--- src/rtl/load_store_unit_if.sv ---
// rtl/load_store_unit_if.sv - request/response and data-RAM bundle for load_store_unit
// Ports (via modports):
//   req_valid/req_write/req_addr/req_len/req_wdata/req_ready : burst request handshake
//   resp_valid/resp_rdata/done                               : read beats and end-of-burst pulse
//   ram_we/ram_addr/ram_wdata/ram_rdata                      : synchronous data RAM port
// master = requester plus RAM side, slave = the load/store unit.
interface load_store_unit_if #(
  parameter int ADDR_W = 10,
  parameter int DATA_W = 8
);
  logic              req_valid;
  logic              req_write;
  logic [ADDR_W-1:0] req_addr;
  logic [3:0]        req_len;
  logic [DATA_W-1:0] req_wdata;
  logic              req_ready;
  logic              resp_valid;
  logic [DATA_W-1:0] resp_rdata;
  logic              done;
  logic              ram_we;
  logic [ADDR_W-1:0] ram_addr;
  logic [DATA_W-1:0] ram_wdata;
  logic [DATA_W-1:0] ram_rdata;

  modport master (
    output req_valid, req_write, req_addr, req_len, req_wdata, ram_rdata,
    input  req_ready, resp_valid, resp_rdata, done, ram_we, ram_addr, ram_wdata
  );

  modport slave (
    input  req_valid, req_write, req_addr, req_len, req_wdata, ram_rdata,
    output req_ready, resp_valid, resp_rdata, done, ram_we, ram_addr, ram_wdata
  );
endinterface

--- src/rtl/load_store_unit.sv ---
// rtl/load_store_unit.sv - burst fill / burst read engine in front of a synchronous data RAM
// Ports:
//   clk  : single rising-edge clock
//   rst  : asynchronous active-high reset
//   bus  : load_store_unit_if.slave (request handshake, read response, done pulse, RAM port)
module load_store_unit #(
  parameter int ADDR_W = 10,
  parameter int DATA_W = 8
) (
  input logic               clk,
  input logic               rst,
  load_store_unit_if.slave  bus
);

  typedef enum logic [1:0] {IDLE, WRITE, READ, DRAIN} state_t;

  state_t            state, next_state;
  logic [ADDR_W-1:0] cur_addr;
  logic [ADDR_W-1:0] addr_hold;   // last address driven, held on ram_addr between bursts
  logic [3:0]        count;       // beats remaining after the current one
  logic [DATA_W-1:0] wdata_reg;
  logic [DATA_W-1:0] wdata_hold;  // last fill byte driven, held on ram_wdata between bursts
  logic              rd_pend;     // an address was issued last cycle; its data is on ram_rdata now

  always_ff @(posedge clk or posedge rst) begin
    if (rst) state <= IDLE;
    else     state <= next_state;
  end

  always_comb begin
    next_state    = state;
    bus.req_ready = 1'b0;
    bus.ram_we    = 1'b0;
    bus.ram_addr  = addr_hold;
    bus.ram_wdata = wdata_hold;
    bus.done      = 1'b0;
    case (state)
      IDLE: begin
        bus.req_ready = 1'b1;
        if (bus.req_valid) next_state = bus.req_write ? WRITE : READ;
      end
      WRITE: begin
        bus.ram_we    = 1'b1;
        bus.ram_addr  = cur_addr;
        bus.ram_wdata = wdata_reg;
        if (count == 4'd0) begin
          bus.done   = 1'b1;
          next_state = IDLE;
        end
      end
      READ: begin
        bus.ram_addr = cur_addr;
        if (count == 4'd0) next_state = DRAIN;
      end
      DRAIN: begin
        // final address was issued last cycle; its beat is presented now
        bus.done   = 1'b1;
        next_state = IDLE;
      end
      default: next_state = IDLE;
    endcase
  end

  // Read data comes straight from the RAM's registered output, gated to zero when no beat is due.
  assign bus.resp_valid = rd_pend;
  assign bus.resp_rdata = rd_pend ? bus.ram_rdata : '0;

  always_ff @(posedge clk or posedge rst) begin
    if (rst) begin
      cur_addr   <= '0;
      addr_hold  <= '0;
      count      <= '0;
      wdata_reg  <= '0;
      wdata_hold <= '0;
      rd_pend    <= 1'b0;
    end else begin
      rd_pend <= (state == READ);
      case (state)
        IDLE: begin
          if (bus.req_valid) begin
            cur_addr  <= bus.req_addr;
            count     <= bus.req_len;
            wdata_reg <= bus.req_wdata;
          end
        end
        WRITE, READ: begin
          cur_addr  <= cur_addr + ADDR_W'(1);  // wraps modulo 2^ADDR_W
          addr_hold <= cur_addr;
          if (count != 4'd0) count <= count - 4'd1;
          if (state == WRITE) wdata_hold <= wdata_reg;
        end
        default: ;
      endcase
    end
  end

endmodule
--- src/flat_wrapper.sv ---
// flat-port wrapper written by rule: the top's interface ports become plain ports
module load_store_unit_flat 
#(
  parameter int ADDR_W = 10,
  parameter int DATA_W = 8
)
  (clk, rst, bus_req_valid, bus_req_write, bus_req_addr, bus_req_len, bus_req_wdata, bus_ram_rdata, bus_req_ready, bus_resp_valid, bus_resp_rdata, bus_done, bus_ram_we, bus_ram_addr, bus_ram_wdata);
  load_store_unit_if #(.ADDR_W(ADDR_W), .DATA_W(DATA_W)) bus_i ();
  input logic clk;
  input logic rst;
  input wire logic [$bits(bus_i.req_valid)-1:0] bus_req_valid;
  input wire logic [$bits(bus_i.req_write)-1:0] bus_req_write;
  input wire logic [$bits(bus_i.req_addr)-1:0] bus_req_addr;
  input wire logic [$bits(bus_i.req_len)-1:0] bus_req_len;
  input wire logic [$bits(bus_i.req_wdata)-1:0] bus_req_wdata;
  input wire logic [$bits(bus_i.ram_rdata)-1:0] bus_ram_rdata;
  output wire logic [$bits(bus_i.req_ready)-1:0] bus_req_ready;
  output wire logic [$bits(bus_i.resp_valid)-1:0] bus_resp_valid;
  output wire logic [$bits(bus_i.resp_rdata)-1:0] bus_resp_rdata;
  output wire logic [$bits(bus_i.done)-1:0] bus_done;
  output wire logic [$bits(bus_i.ram_we)-1:0] bus_ram_we;
  output wire logic [$bits(bus_i.ram_addr)-1:0] bus_ram_addr;
  output wire logic [$bits(bus_i.ram_wdata)-1:0] bus_ram_wdata;
  assign bus_i.req_valid = bus_req_valid;
  assign bus_i.req_write = bus_req_write;
  assign bus_i.req_addr = bus_req_addr;
  assign bus_i.req_len = bus_req_len;
  assign bus_i.req_wdata = bus_req_wdata;
  assign bus_i.ram_rdata = bus_ram_rdata;
  assign bus_req_ready = bus_i.req_ready;
  assign bus_resp_valid = bus_i.resp_valid;
  assign bus_resp_rdata = bus_i.resp_rdata;
  assign bus_done = bus_i.done;
  assign bus_ram_we = bus_i.ram_we;
  assign bus_ram_addr = bus_i.ram_addr;
  assign bus_ram_wdata = bus_i.ram_wdata;
  load_store_unit #(.ADDR_W(ADDR_W), .DATA_W(DATA_W)) u_core (.clk(clk), .rst(rst), .bus(bus_i));
endmodule
--- config.mk ---
export PLATFORM = sky130hd
export DESIGN_NAME = load_store_unit_flat
export DESIGN_NICKNAME = d
export VERILOG_FILES = /design/src/rtl/load_store_unit_if.sv /design/src/rtl/load_store_unit.sv /design/src/flat_wrapper.sv
export SDC_FILE = /design/constraint.sdc
export NUM_CORES = 1
export LEC_CHECK = 0
export ABC_CLOCK_PERIOD_IN_PS = 2600
export CORE_MARGIN = 1
export CORE_UTILIZATION = 47
export CTS_CLUSTER_SIZE = 12
export DETAILED_ROUTE_END_ITERATION = 12
export PLACE_DENSITY = 0.79
export SLEW_MARGIN = 20
export SYNTH_ARGS = -nofsm -noshare
export SYNTH_HDL_FRONTEND = slang
export SYNTH_SLANG_ARGS = --single-unit
--- constraint.sdc ---
create_clock -name clk -period 2.6 [get_ports clk]
set_input_delay 0.52 -clock clk [delete_from_list [all_inputs] [get_ports clk]]
set_output_delay 0.52 -clock clk [all_outputs]
set_load 0.02 [all_outputs]
==> results_dict.tcl, run 1 <==
set metrics [dict create \
    vdd_ir_drop_max_uv 804 \
    synth-edff-count 0 \
    cp.required_ns 2.08 \
    dp_hpwl_um 3340 \
    drt_iter0_drc 74 \
    netlist_top_cells_area "dfrtp_1, mux2_2, nor2_1" \
    final_util_pct 67.5 \
    clkSinkCount 43 \
    grt-ovfl-total 0 \
    r2r_setup_slack_ns 0.64 \
    synth_top_area_share_pct 48.9 \
    start_util_pct 49.9 \
    final_area_um2 2980 \
    setup_viol 0 \
    grt_max_degree 44 \
    wl_um 4630 \
    die-area_um2 4960 \
    synth.distinct_cells 39 \
    cts.clk_slew.worst_paths_ns 0.08 \
    synth-async-reset-ratio_pct 100 \
    period_needed_ns 2.58 \
    drv_slew 0 \
    rsz0062_at_grt "true" \
    syn_inst 214 \
    clk_latency_ns 0.30 \
    grt_pass1_vias 1742 \
    antenna_found_initial 0 \
    synth_area_um2 2200 \
    ys_ff_latch 43 \
    worstMarginPinSlew_ns 0.546 \
    layout_commonest_cell "clkdlybuf4s50_1" \
    max_freq_ghz 0.387 \
    top_regs "u_core.addr_hold x10, u_core.cur_addr x10" \
    power.density_nw_per_um2 1430 \
    dieHeight_um 70.5 \
    rows 24 \
    cts_buffer_depth 2 \
    root_buffer "clkbuf_8" \
    layout_common_cells "clkdlybuf4s50_1, dfrtp_1, nor2_1" \
    routedWlPerCell_um 13.9 \
    layout-drive-gt1-share_pct 16.7 \
    setup_slack_ns 0.0159 \
    yosysWarnings 0 \
    slew-limit-headroom_pct 63.6 \
    synth_top_cell_by_area "dfrtp_1" \
    core-area_um2 4410 \
    outcome "complete, no violations" \
    rr_startpoint "u_core.state[0]" \
    hp-start "u_core.addr_hold[5]" \
    drc_errors 0 \
    syn-num-nets 254 \
    area_delta_synth_final_pct 35.3 \
    leakagePower_nw 1.28 \
    finalClockSkew_ns 0.00648 \
    post_cts_resized 11 \
    cts_setup_buffers 0 \
    port_buffers 63 \
    grt_pass1_wl_um 7830 \
    finalCritPeriodShare_pct 99.4 \
    p_sw_share_pct 42.4 \
    endpoint_kind "primary output" \
    p_clk_share_pct 9.6 \
    crit_type "flop to primary output" \
    nets 321 \
    power.internal_mw 2.45 \
    vias 1783 \
    synth-main-ff-cell "dfrtp_1" \
    finalHoldViolCount 0 \
    switchingPower_mw 1.81 \
    diodes 0 \
    grt_usage_pct 20.2 \
    startpoint_type "flop" \
    h-tree-depth 2 \
    cts_tree "done" \
    first_pass_iters 5 \
    postPlaceCellArea_um2 2910 \
    syn_area_per_cell_um2 10.3 \
    pin_count 64 \
    p_comb_share_pct 60.8 \
    fp.dieW_um 70.5 \
    crit_arrival_ns 2.06 \
    min_path_type "flop to flop" \
    drv_cap 0 \
    yosysSeqAreaShare_pct 48.9 \
    cts_hold_buf 0 \
    cp_max_fo 9 \
    pre_cts_slack_ns 0.149 \
    gp_congestion 0.754 \
    antenna_left 0 \
    viasPerCell 5.34 \
    startpoint "u_core.state[1]" \
    cts_buffers 5 \
    p_seq_share_pct 29.6 \
]
## power groups by stage
stage               Sequential [mW]  Combinational [mW]  Clock [mW]
floorplan                      1.20                1.83           0
global placement               1.26                2.66           0
detailed placement             1.27                2.70           0
CTS                            1.26                2.61       0.419
global route                   1.31                2.82       0.444
finish                         1.26                2.59       0.409
## routing by layer
metal	global-route usage (%)	vias to the layer above	share of wire, %
met3	5.77	6	6.5
met5	0	-	0
li1	-	880	-
met4	6.00	0	1.2
met1	24.4	837	43
met2	34.6	60	49
## final cells by class
type,instances,area (um^2)
Sequential cell,43,1080
Clock inverter,1,5.00
Clock buffer,7,76.3
Tap cell,52,65.1
Multi-Input combinational cell,152,1040
Timing Repair Buffer,69,676
Inverter,10,37.5
Fill cell,368,1430
## synth_stat cells (2+ instances only)
cell type / count
o22ai_1: 7
buf_1: 3
ha_1: 6
nor2_1: 32
and3_1: 2
mux2i_1: 2
nor3_1: 3
a31oi_1: 3
buf_2: 4
nand3_1: 7
a21oi_1: 13
nand2_1: 13
a2bb2oi_1: 2
o21ai_0: 9
inv_1: 10
dfrtp_1: 43
o22a_1: 2
mux2_2: 24
and2_1: 8
and3_4: 2
## per-stage QoR
step / total power [mW] / hold slack, ns / std cells / setup TNS [ns]
after global routing: 4.57 / 0.518 / 334 / -0.865
after CTS: 4.29 / 0.502 / 334 / 0
final: 4.25 / 0.497 / 334 / 0
after floorplan: 3.03 / 0.471 / 214 / 0
after global placement: 3.92 / 0.482 / 326 / 0
after detailed placement: 3.97 / 0.484 / 326 / 0
## final timing paths
kind | end | cells past startpoint
setup / recovery | bus_ram_wdata[2] | 4
hold / removal | u_core.addr_hold[5] | 1
setup reg to reg | u_core.cur_addr[9] | 6
hold reg to reg | u_core.addr_hold[5] | 1
max in group asynchronous | u_core.count[2] | 3
min in group asynchronous | u_core.addr_hold[8] | 3
## worst max-delay path: stages, from the launching register on
cell and delay [ns]:
dfrtp_1 0.40, inv_1 0.11, ha_2 0.33, mux2_2 0.39, clkdlybuf4s50_1 0.54
## cells by family after synthesis
kind of cell / after synthesis / share of synthesized area [%]
mux: 27 / 13.9
compound gates: 42 / 12.0
fa+ha+maj: 6 / 3.41
flops: 43 / 48.9
simple gates: 77 / 18.0
buf+inv: 19 / 3.81
(Power assumes the default switching activity.)
==> run 2, diff against run 1 <==
CORE_MARGIN = default   (was 1)
==> results of run 2 <==
No change in the layout: final DEF, timing and power equal those of run 1.
==> run 3, diff against run 2 <==
CTS_CLUSTER_DIAMETER = 150   (was default)
==> results of run 3 <==
No change in the layout: final DEF, timing and power equal those of run 1.
